$ cat config.mk
export PLATFORM = sky130hd
export DESIGN_NAME = dmem_arbiter
export DESIGN_NICKNAME = d
export VERILOG_FILES = /design/src/rtl/dmem_arb_pkg.sv /design/src/rtl/arb_pick2.sv /design/src/rtl/dmem_arbiter.sv
export SDC_FILE = /design/constraint.sdc
export NUM_CORES = 1
export LEC_CHECK = 0
export CAP_MARGIN = 20
export CORE_MARGIN = 10
export CORE_UTILIZATION = 39
export DETAILED_ROUTE_END_ITERATION = 8
export GPL_ROUTABILITY_DRIVEN = 0
export PLACE_DENSITY = 0.86
export SYNTH_ARGS = -nofsm -noshare
export SYNTH_HDL_FRONTEND = slang
export SYNTH_SLANG_ARGS = --single-unit
$ cat constraint.sdc
create_clock -name clk -period 3.5 [get_ports clk]
set_input_delay 0.525 -clock clk [delete_from_list [all_inputs] [get_ports clk]]
set_output_delay 0.525 -clock clk [all_outputs]
set_load 0.005 [all_outputs]
$ cat src/rtl/dmem_arb_pkg.sv
`default_nettype none
// ============================================================================
// Module   : dmem_arb_pkg
// Brief    : Shared types and constants for the data-memory arbiter.
// Revision : 1.0 - initial release
// ============================================================================
package dmem_arb_pkg;

    localparam int DMEM_AW = 32;
    localparam int DMEM_DW = 32;

    typedef enum logic [0:0] {
        ST_IDLE = 1'b0,
        ST_BUSY = 1'b1
    } state_e;

    localparam logic OWN_CPU = 1'b0;
    localparam logic OWN_DBG = 1'b1;

endpackage
`default_nettype wire

$ cat src/rtl/arb_pick2.sv
`default_nettype none
// ============================================================================
// Module   : arb_pick2
// Brief    : Two-way one-hot picker; round-robin when DMEM_ARB_RR_EN is
//            defined, otherwise fixed priority with port 0 on top.
// Revision : 1.0 - initial release
// ============================================================================
module arb_pick2
    import dmem_arb_pkg::*;
(
    input  logic       req0_i,
    input  logic       req1_i,
    input  logic       last_owner_i,
    output logic [1:0] gnt_o
);

`ifdef DMEM_ARB_RR_EN
    always_comb begin
        gnt_o = 2'b00;
        if (req0_i && req1_i) begin
            // On contention the port that did not win last time goes next
            gnt_o = (last_owner_i == OWN_DBG) ? 2'b01 : 2'b10;
        end else if (req0_i) begin
            gnt_o = 2'b01;
        end else if (req1_i) begin
            gnt_o = 2'b10;
        end
    end
`else
    logic unused_last_owner;
    assign unused_last_owner = last_owner_i;

    always_comb begin
        gnt_o = 2'b00;
        if (req0_i) begin
            gnt_o = 2'b01;
        end else if (req1_i) begin
            gnt_o = 2'b10;
        end
    end
`endif

endmodule
`default_nettype wire

$ cat src/rtl/dmem_arbiter.sv
`default_nettype none
// ============================================================================
// Module   : dmem_arbiter
// Brief    : Two-port data-memory arbiter (CPU / debug loader), one access
//            every two cycles. Build option: DMEM_ARB_RR_EN (round-robin).
// Revision : 1.0 - initial release
// ============================================================================
module dmem_arbiter
    import dmem_arb_pkg::*;
#(
    parameter int AW = DMEM_AW,
    parameter int DW = DMEM_DW
) (
    input  logic          clk,
    input  logic          reset,
    input  logic          req0,
    input  logic          req1,
    input  logic          we0,
    input  logic          we1,
    input  logic [AW-1:0] addr0,
    input  logic [AW-1:0] addr1,
    input  logic [DW-1:0] wdata0,
    input  logic [DW-1:0] wdata1,
    output logic          gnt0,
    output logic          gnt1,
    output logic          ack0,
    output logic          ack1,
    output logic [DW-1:0] rdata0,
    output logic [DW-1:0] rdata1,
    output logic          err0,
    output logic          err1,
    output logic [AW-1:0] mem_address,
    output logic [DW-1:0] mem_wd,
    output logic          mem_we,
    input  logic [DW-1:0] mem_rd
);

    state_e        state_q, state_d;
    logic          we_q, we_d;
    logic [AW-1:0] addr_q, addr_d;
    logic [DW-1:0] wdata_q, wdata_d;
    logic          owner_q, owner_d;
    logic          ack0_q, ack0_d, ack1_q, ack1_d;
    logic          err0_q, err0_d, err1_q, err1_d;
    logic [DW-1:0] rdata0_q, rdata0_d, rdata1_q, rdata1_d;

    logic [1:0]    w_pick;
    logic [1:0]    w_gnt;
    logic          w_last;
    logic          w_mis;
    logic [DW-1:0] w_rd;

`ifdef DMEM_ARB_RR_EN
    logic last_q, last_d;
    assign w_last = last_q;
`else
    assign w_last = OWN_DBG;
`endif

    arb_pick2 u_pick (
        .req0_i       (req0),
        .req1_i       (req1),
        .last_owner_i (w_last),
        .gnt_o        (w_pick)
    );

    assign w_gnt = (reset && state_q == ST_IDLE) ? w_pick : 2'b00;
    assign gnt0  = w_gnt[0];
    assign gnt1  = w_gnt[1];

    assign w_mis = (addr_q[1:0] != 2'b00);
    assign w_rd  = (we_q || w_mis) ? '0 : mem_rd;

    // Address/data simply hold the last latched command outside BUSY
    assign mem_address = addr_q;
    assign mem_wd      = wdata_q;
    assign mem_we      = (state_q == ST_BUSY) && we_q && !w_mis && reset;

    assign ack0   = ack0_q;
    assign ack1   = ack1_q;
    assign err0   = err0_q;
    assign err1   = err1_q;
    assign rdata0 = rdata0_q;
    assign rdata1 = rdata1_q;

    always_comb begin
        state_d  = state_q;
        we_d     = we_q;
        addr_d   = addr_q;
        wdata_d  = wdata_q;
        owner_d  = owner_q;
        ack0_d   = 1'b0;
        ack1_d   = 1'b0;
        err0_d   = 1'b0;
        err1_d   = 1'b0;
        rdata0_d = '0;
        rdata1_d = '0;
`ifdef DMEM_ARB_RR_EN
        last_d   = last_q;
`endif
        case (state_q)
            ST_IDLE: begin
                if (w_gnt != 2'b00) begin
                    state_d = ST_BUSY;
                    owner_d = w_gnt[1] ? OWN_DBG : OWN_CPU;
                    we_d    = w_gnt[1] ? we1    : we0;
                    addr_d  = w_gnt[1] ? addr1  : addr0;
                    wdata_d = w_gnt[1] ? wdata1 : wdata0;
`ifdef DMEM_ARB_RR_EN
                    last_d  = owner_d;
`endif
                end
            end
            ST_BUSY: begin
                state_d = ST_IDLE;
                if (owner_q == OWN_CPU) begin
                    ack0_d   = 1'b1;
                    err0_d   = w_mis;
                    rdata0_d = w_rd;
                end else begin
                    ack1_d   = 1'b1;
                    err1_d   = w_mis;
                    rdata1_d = w_rd;
                end
            end
            default: state_d = ST_IDLE;
        endcase
    end

    always_ff @(posedge clk) begin
        if (!reset) begin
            state_q  <= ST_IDLE;
            we_q     <= 1'b0;
            addr_q   <= '0;
            wdata_q  <= '0;
            owner_q  <= OWN_CPU;
            ack0_q   <= 1'b0;
            ack1_q   <= 1'b0;
            err0_q   <= 1'b0;
            err1_q   <= 1'b0;
            rdata0_q <= '0;
            rdata1_q <= '0;
`ifdef DMEM_ARB_RR_EN
            last_q   <= OWN_DBG;
`endif
        end else begin
            state_q  <= state_d;
            we_q     <= we_d;
            addr_q   <= addr_d;
            wdata_q  <= wdata_d;
            owner_q  <= owner_d;
            ack0_q   <= ack0_d;
            ack1_q   <= ack1_d;
            err0_q   <= err0_d;
            err1_q   <= err1_d;
            rdata0_q <= rdata0_d;
            rdata1_q <= rdata1_d;
`ifdef DMEM_ARB_RR_EN
            last_q   <= last_d;
`endif
        end
    end

endmodule
`default_nettype wire

==> results.cfg, run 1 <==
[logic_synthesis]
synth_seq_cells = 135
syn_nets = 629
ys_seq_area_share_pct = 56.4
synth.avg_cell_area_um2 = 10.4
synth_top_cell_area_share_pct = 56.4
async_flop_share_pct = 0
synth_common_cells = dfxtp_1, and2_1, a211oi_1, a21oi_1, a22oi_1
ys_warn_count = 0
synth_area_leaders = dfxtp_1, a211oi_1, a22oi_1
yosysUniqueCellTypes = 21
synth_area_um2 = 4800
yosysMostFrequentCell = dfxtp_1
synth_area_leader_cell = dfxtp_1
synth_edf_count = 0
syn_inst = 463
synth_flop_cell = dfxtp_1

[worst_setup_path]
r2r-start = state_q
critPathLaunchType = primary input
critPathCaptureType = primary output
reg2reg_slack_ns = 1.49
cp.required_ns = 2.97
crit_fanout = 6
worstReg2RegEnd = mem_wd[28]
cp.arrival_ns = 2.01
ff2ff_path_depth = 5
path_class = in -> out

[timing]
slew_headroom_pct = 53.9
rsz0062_at_grt = no
drv_slew = 0
max_freq_mhz = 394
finalClockSkew_ns = 0.00861
finalWorstSetupSlack_ns = 0.962
whs_ns = 0.512
setup_violations = 0
finalCritPeriodShare_pct = 72.5
worst_slew_pin_slew_ns = 0.691
min_period_ns = 2.54
finalHoldViolations = 0
finalSetupTns_ns = 0

[pwr]
ir_worst_vdd_mv = 0.268
total_leakage_power_nw = 3.20
p_per_area_nw_per_um2 = 477
power_frac_comb_pct = 15.5
power_mw = 4.03
switchingPower_uw = 953
clkPwrFrac_pct = 43.3
internal_power_mw = 3.08
switching_share_pct = 23.6
pwr-share-seq_pct = 41.3

[grt]
grt_pass1_wl_um = 26400
globalRouteTotalUtil_pct = 19.8
grt.overflow.total = 0
grt_pass1_vias = 4927
grt_max_degree = 67
antenna_found_initial = 0

[clock_tree]
clock_latency_ns = 0.40
ctsResizeCount = 0
cts_buffers = 17
cts-hold-fix-buffers = 0
post-cts-setup-buffer-count = 0
htreeDepth = 4
cts_tree = done
path_clk_slew_ns = 0.06
cts_root_buf = clkbuf_16
cts_buffer_depth = 2
cts_sinks = 135

[min_path]
min_path_type = reg -> reg
min_from = owner_q
holdPathStages = 1
holdPathEnd = ack0

[finish]
syn_to_final_growth_pct = 76.1
antennaDiodeCount = 0
drive_gt1_share_pct = 6.23
fin_util_pct = 70.3
layout.nets = 908

[floorplan]
die_width_um = 131
initial_core_util_pct = 39.9
rows = 40
die_h_um = 131
die-area_um2 = 17100
core_um2 = 12000
pin_count = 301

[detailed_routing]
routed_via_density = 5.19
finalWirelength_um = 18100
ant_nets = 0
drc = 0
first_pass_iters = 5
num_vias = 4680
post_drt_wl_per_cell_um = 20.1
drt-initial-drc-count = 242

[outcome]
outcome = complete, no violations

[run]
drv_cap = 0

[place]
port_buffers = 300
hpwl_um = 14100
pre_cts_ws_ns = 0.712
## state kept, by name, indices dropped and copies added (netlist names)
| signal | cells |
|---|---|
| ack0 | 1 |
| ack1 | 1 |
| state_q | 1 |
| err1 | 1 |
| owner_q | 1 |
| err0 | 1 |
| rdata0 | 32 |
| mem_address | 32 |
| rdata1 | 32 |
| we_q | 1 |
| mem_wd | 32 |
## kinds of logic after synthesis
logic type,count (synthesis),synth area share (%)
AO/OA/AOI/OAI,196,27.2
flip-flops,135,56.4
AND/OR/NAND/NOR,81,11.0
buffers and inverters,51,5.45
## through the flow
step / cell area [um2] / cells
2_1_floorplan: 4800 / 463
3_3_place_gp: 7840 / 869
3_5_place_dp: 7840 / 869
4_1_cts: 8430 / 901
5_1_grt: 8450 / 902
6_report: 8450 / 902
## worst max-delay path, stage by stage
cell and delay [ns]:
clkdlybuf4s50_1 0.62, nand2_1 0.19, nor2_1 0.13, clkdlybuf4s50_1 0.55
## how the worst max path moves through the flow
stage | start | to
4_1_cts | reset | mem_we
3_5_place_dp | reset | mem_address[22]
3_3_place_gp | reset | mem_address[30]
5_1_grt | reset | mem_we
2_1_floorplan | req0 | gnt1
6_report | reset | mem_we
## routing by layer
| layer | share of wire [%] | track usage [%] | vias up |
|---|---|---|---|
| met4 | 1.4 | 5.89 | 0 |
| met3 | 11 | 8.42 | 24 |
| li1 | - | - | 2258 |
| met1 | 36 | 19.6 | 2165 |
| met5 | 0 | 0 | - |
| met2 | 52 | 36.6 | 233 |
## power groups by stage
stage                     clock network, mW  logic (mW)  registers, mW
after CTS                              1.77       0.627           1.67
after floorplan                           0       0.212           1.70
after global placement                    0       0.607           1.69
after detailed placement                  0       0.624           1.70
after global routing                   1.84       0.671           1.67
final                                  1.74       0.624           1.66
## cell type report
type | count | area, um2
fill | 848 | 3570
tap | 147 | 184
timing repair buffer | 308 | 3100
inverter | 3 | 11.3
multi-input combinational | 277 | 1860
clock buffer | 19 | 443
clock inverter | 13 | 146
sequential | 135 | 2700
## cells in the final DEF (no fill, tap or decap)
master	instances
nor4b_4	1
clkbuf_1	1
nor2_1	4
nand4bb_4	1
nor3_1	1
nor4_4	1
and2_1	65
clkdlybuf4s50_1	300
and2b_2	1
buf_4	5
buf_12	3
nor2b_4	1
clkinvlp_4	2
o21ai_0	1
clkinv_2	2
nand2_1	3
inv_2	1
inv_1	2
or2_2	1
bufinv_16	2
clkinv_4	4
a22oi_1	65
dfxtp_1	135
nand3_1	1
a211oi_1	65
clkbuf_16	17
inv_6	3
and2_2	1
clkbuf_8	1
a21oi_1	65
Note: power is estimated with default switching activity, not from simulation.
==> inputs of run 2 (changes only) <==
CORE_UTILIZATION = 37   (was 39)
PLACE_DENSITY = 0.82   (was 0.86)
clock period = 2.4 ns   (was 3.5 ns; I/O delays follow)
==> results.cfg, run 2 (same netlist as run 1, synthesis figures left out) <==
[timing]
finalCritPeriodShare_pct = 86.2
slew_headroom_pct = 69.7
finalHoldViolations = 0
whs_ns = 0.515
worst_slew_pin_slew_ns = 0.455
rsz0062_at_grt = no
max_freq_mhz = 483
min_period_ns = 2.07
finalClockSkew_ns = 0.0103
finalSetupTns_ns = 0
drv_slew = 0
finalWorstSetupSlack_ns = 0.332
setup_violations = 0

[floorplan]
pin_count = 301
initial_core_util_pct = 37.8
die_h_um = 134
rows = 41
core_um2 = 12700
die_width_um = 134
die-area_um2 = 17900

[worst_setup_path]
cp_common_cell = clkdlybuf4s50_1
cp.arrival_ns = 1.71
critPathCaptureType = primary output
crit_fanout = 4
critPathLaunchType = primary input
critPathLaunch = req0
r2r-start = state_q
reg2reg_slack_ns = 0.63
path_cells = clkdlybuf4s50_1 -> nand4bb_4 -> inv_1 -> clkdlybuf4s50_1
slowest_stage = clkdlybuf4s50_1
path_class = in -> out
cpPeakStageDelay_ns = 0.54
cp.required_ns = 2.04

[detailed_routing]
first_pass_iters = 4
drt-initial-drc-count = 214
drc = 0
finalWirelength_um = 18400
num_vias = 4703
routed_via_density = 5.03
ant_nets = 0
post_drt_wl_per_cell_um = 19.7

[grt]
grt.overflow.total = 0
grt_pass1_vias = 5012
grt_pass1_wl_um = 28200
globalRouteTotalUtil_pct = 19.8
grt_max_degree = 66
antenna_found_initial = 0

[clock_tree]
cts_root_buf = clkbuf_16
cts_buffers = 17
post-cts-setup-buffer-count = 0
cts_tree = done
cts_buffer_depth = 2
htreeDepth = 4
cts_sinks = 135
path_clk_slew_ns = 0.06
clock_latency_ns = 0.41
ctsResizeCount = 0
cts-hold-fix-buffers = 0

[run]
drv_cap = 0

[pwr]
total_leakage_power_nw = 3.24
p_per_area_nw_per_um2 = 688
pwr-share-seq_pct = 41.3
ir_worst_vdd_mv = 0.424
clkPwrFrac_pct = 42.9
power_frac_comb_pct = 15.9
switching_share_pct = 23.8
power_mw = 5.87
internal_power_mw = 4.47
switchingPower_mw = 1.40

[place]
port_buffers = 300
placed_cells = 903
hpwl_um = 14400
pre_cts_ws_ns = 0.199
place_area_um2 = 7960

[finish]
syn_to_final_growth_pct = 78.1
layout_commonest_cell = clkdlybuf4s50_1
fin_area_um2 = 8540
fillers = 949
fin_util_pct = 67.4
drive_gt1_share_pct = 7.21
layout.nets = 916
layout.cells.non_filler = 935
antennaDiodeCount = 0
final_cell_mix = clkdlybuf4s50_1, dfxtp_1

[min_path]
min_from = mem_address[21]
min_path_type = reg -> reg

[outcome]
outcome = complete, no violations
## run 2: cell count changes in the layout (fill, tap and decap cells not counted), sizes merged
cell      before  now
buf            8   16
clkbuf        19   18
clkinvlp       2    3
## run 2: power by group through the flow
| stage | Clock, mW | Combinational [mW] | Sequential [mW] |
|---|---|---|---|
| floorplan | 0 | 0.309 | 2.48 |
| global placement | 0 | 0.912 | 2.47 |
| detailed placement | 0 | 0.937 | 2.47 |
| global route | 2.66 | 1.01 | 2.44 |
| finish | 2.52 | 0.931 | 2.42 |
| CTS | 2.57 | 0.942 | 2.42 |
## run 2: per-layer routing
layer / up-vias / track usage (%) / part of all wire [%]
met1: 2177 / 20.0 / 37
met3: 15 / 9.63 / 11
met2: 227 / 35.2 / 51
met4: 0 / 5.74 / 1.0
li1: 2284 / - / -
met5: - / 0 / 0
## run 2: area by class of cell
class	count	area [um2]	share of cell area, %
clock inverter	14	150	1.76
clock buffer	18	429	5.03
multi-input combinational	277	1860	21.8
tap	172	215	2.52
inverter	3	11.3	0.132
sequential	135	2700	31.6
timing repair buffer	316	3170	37.2
## run 2: worst paths after layout
path,endpoint,cells after the start
worst max-delay path,gnt1,4
worst min register to register,mem_address[21],2
worst min-delay path,mem_address[21],2
worst max register to register,mem_wd[18],5
## run 2: worst max-delay path, delay by kind of cell
kind / cells / cell delay, ns
buffers and inverters: 3 / 1.10
and+or+nand+nor: 1 / 0.24
==> RTL change (config.mk and constraints of run 2) <==
The output `err0` loses its register stage (`err0_q` becomes a continuous assignment).
--- a/src/rtl/dmem_arbiter.sv
+++ b/src/rtl/dmem_arbiter.sv
@@ -136,7 +136,6 @@
             owner_q  <= OWN_CPU;
             ack0_q   <= 1'b0;
             ack1_q   <= 1'b0;
-            err0_q   <= 1'b0;
             err1_q   <= 1'b0;
             rdata0_q <= '0;
             rdata1_q <= '0;
@@ -151,7 +150,6 @@
             owner_q  <= owner_d;
             ack0_q   <= ack0_d;
             ack1_q   <= ack1_d;
-            err0_q   <= err0_d;
             err1_q   <= err1_d;
             rdata0_q <= rdata0_d;
             rdata1_q <= rdata1_d;
@@ -161,6 +159,8 @@
         end
     end
 
+    assign err0_q = err0_d;
+
 endmodule
 `default_nettype wire
 
Check against the original RTL: not equivalent (Yosys sat finds a counterexample within 4 cycles, from zero or initial values and one cycle with reset low).
==> RTL change against run 2 <==
Cell count shrank 0.11%; synthesized cell count shrank 0.43%; setup slack got worse by 140 ps; power up 3.7%; die area up 3.3%; synthesized area grew 3.8%; critical path type is now flop to output port; cell area rose by 2.6%; routed wire length grew 1.5%; clock skew fell by 1.9 ps; sequential cell count fell by 1.
==> RTL change: results (changes against run 2) <==
stage	metric	value	unit	change
status	status	complete, no violations		
logic_synthesis	post-synthesis sequential area ratio	0.539		-0.0248
logic_synthesis	syn nets	627		-0.32%
power_and_ir_drop	Static Leak	3.28	nW	+1.1%
global_routing	number of global-route vias before repair	5070		+1.2%
cells_and_area	layout cell share with drive strength beyond 1	0.122		+0.0494
global_routing	total track usage	0.192		-0.00618
clock_network	CTS buffer count	17		unchanged
hold_path	Hold Path Stages	1		-1
clock_network	H-tree depth	4		unchanged
drt	DRT Pass-1 Iters	5		+1
global_routing	GR Layer Usage met1	0.197		-0.00337
timing	Least-Margin Pin Slew	418	ps	-36.7 ps
clock_network	root buffer cell	clkbuf_16		
clock_network	clock slew at reported path FFs	60	ps	about the same
worst_setup_path	worst reg2reg path depth	5		unchanged
worst_setup_path	WP data arrival	1850	ps	+140 ps
clock_network	Clock Path Buffers	2		unchanged
global_routing	grt met2 use	0.344		-0.00738
global_routing	largest net degree at the start of global routing	67		+1.5%
drt	routed wire length	18700	µm	+1.5%
timing	Clock Skew	8.46	ps	-1.85 ps
placement	PortBufs	300		unchanged
power_and_ir_drop	Int Pwr	4.64	mW	+3.8%
logic_synthesis	async set or reset register ratio after synthesis	0		unchanged
logic_synthesis	Synth area leaders	dfxtp_1, a211oi_2, a22oi_1		
drt	DRT iter0 DRCs	227		+6.1%
placement	pre-CTS WS	210	ps	+10.4 ps
global_routing	initial antenna violation count	1		+1
cells_and_area	nets	910		-0.66%
clock_network	Resized cells post-CTS	0		unchanged
cells_and_area	Fillers	989		+4.2%
clock_network	postcts setup bufs	0		unchanged
drt	post-route ant nets	0		unchanged
drt	vias post-DR	4728		+0.53%
hold_path	HP Class	flop to flop		
placement	detailed-placement wirelength estimate	14200	µm	-1.3%
logic_synthesis	top post-synthesis cells by count	dfxtp_1, and2_1, a21oi_1, a22oi_1, a211oi_2		
power_and_ir_drop	peak supply drop	0.412	mV	-2.7%
global_routing	GR Util met3	0.0790		-0.0174
logic_synthesis	synth warn	0		unchanged
logic_synthesis	Top FF cell, synth	dfxtp_1		
logic_synthesis	Distinct cells, synth	24		+14%
global_routing	global-route wire length before repair	27800	µm	-1.4%
clock_network	Clk Latency, worst-skew pair	410	ps	about the same
timing	Final Slew Violations	0		unchanged
worst_setup_path	Max Fanout on Critical Path	5		+1
==> RTL change: cell types whose count changed in the layout (fill, tap and decap cells not counted), moves of 2 or more <==
cell	delta
buf_4	-6
buf_12	+2
a211oi_2	+40
a211oi_1	-40
clkbuf_8	+2
clkinv_2	-2
==> RTL change: path summary, 6_finish.rpt <==
path	startpoint	to	slack [ps]
max	mem_address[0]	mem_we	190
min	owner_q	ack0	510
max reg2reg	state_q	mem_address[17]	760
min reg2reg	owner_q	ack0	510
==> RTL change: final cells by class <==
class / instances / area [µm²] / share of cell area
repair buffers: 312 / 3170 / 0.362
inverters: 2 / 7.51 / 0.000857
multi-input cells: 277 / 2060 / 0.235
diodes: 1 / 2.50 / 0.000286
flip-flops and latches: 134 / 2680 / 0.306
clock inverters: 13 / 170 / 0.0194
clock buffers: 19 / 453 / 0.0517
well taps: 176 / 220 / 0.0251
==> RTL change: kinds of logic after synthesis <==
kind of cell	synth area share
AOI/OAI and AO/OA	0.303
DFF	0.539
and+or+nand+nor	0.105
buffers and inverters	0.0538
==> RTL change: worst max-delay path, stage by stage (launching register included) <==
cell	delay [ps]
dfxtp_1	320
nor2_1	330
nand2_1	110
nor2_1	140
clkdlybuf4s50_1	540
==> RTL change: stage by stage <==
| stage | cells | util | cell area, µm² | hold WS (ps) |
|---|---|---|---|---|
| after floorplan | 461 | - | 4980 | 471 |
| after global placement | 901 | 0.617 | 8140 | 497 |
| after detailed placement | 901 | 0.617 | 8140 | 510 |
| after CTS | 933 | 0.664 | 8760 | 516 |
| after global routing | 934 | 0.664 | 8760 | 535 |
| final | 934 | 0.664 | 8760 | 515 |
==> RTL change: power by group through the flow <==
stage          clock, mW  sequential (mW)  combinational (mW)
6_report            2.69             2.41               0.990
5_1_grt             2.83             2.42                1.07
4_1_cts             2.73             2.41                1.00
3_5_place_dp           0             2.45               0.993
3_3_place_gp           0             2.45               0.971
2_1_floorplan          0             2.46               0.367
==> RTL change: per-layer routing <==
layer	up-vias	wire, µm
met4	0	319
met3	24	1810
met1	2223	6970
met5	-	0
li1	2264	-
met2	217	9560
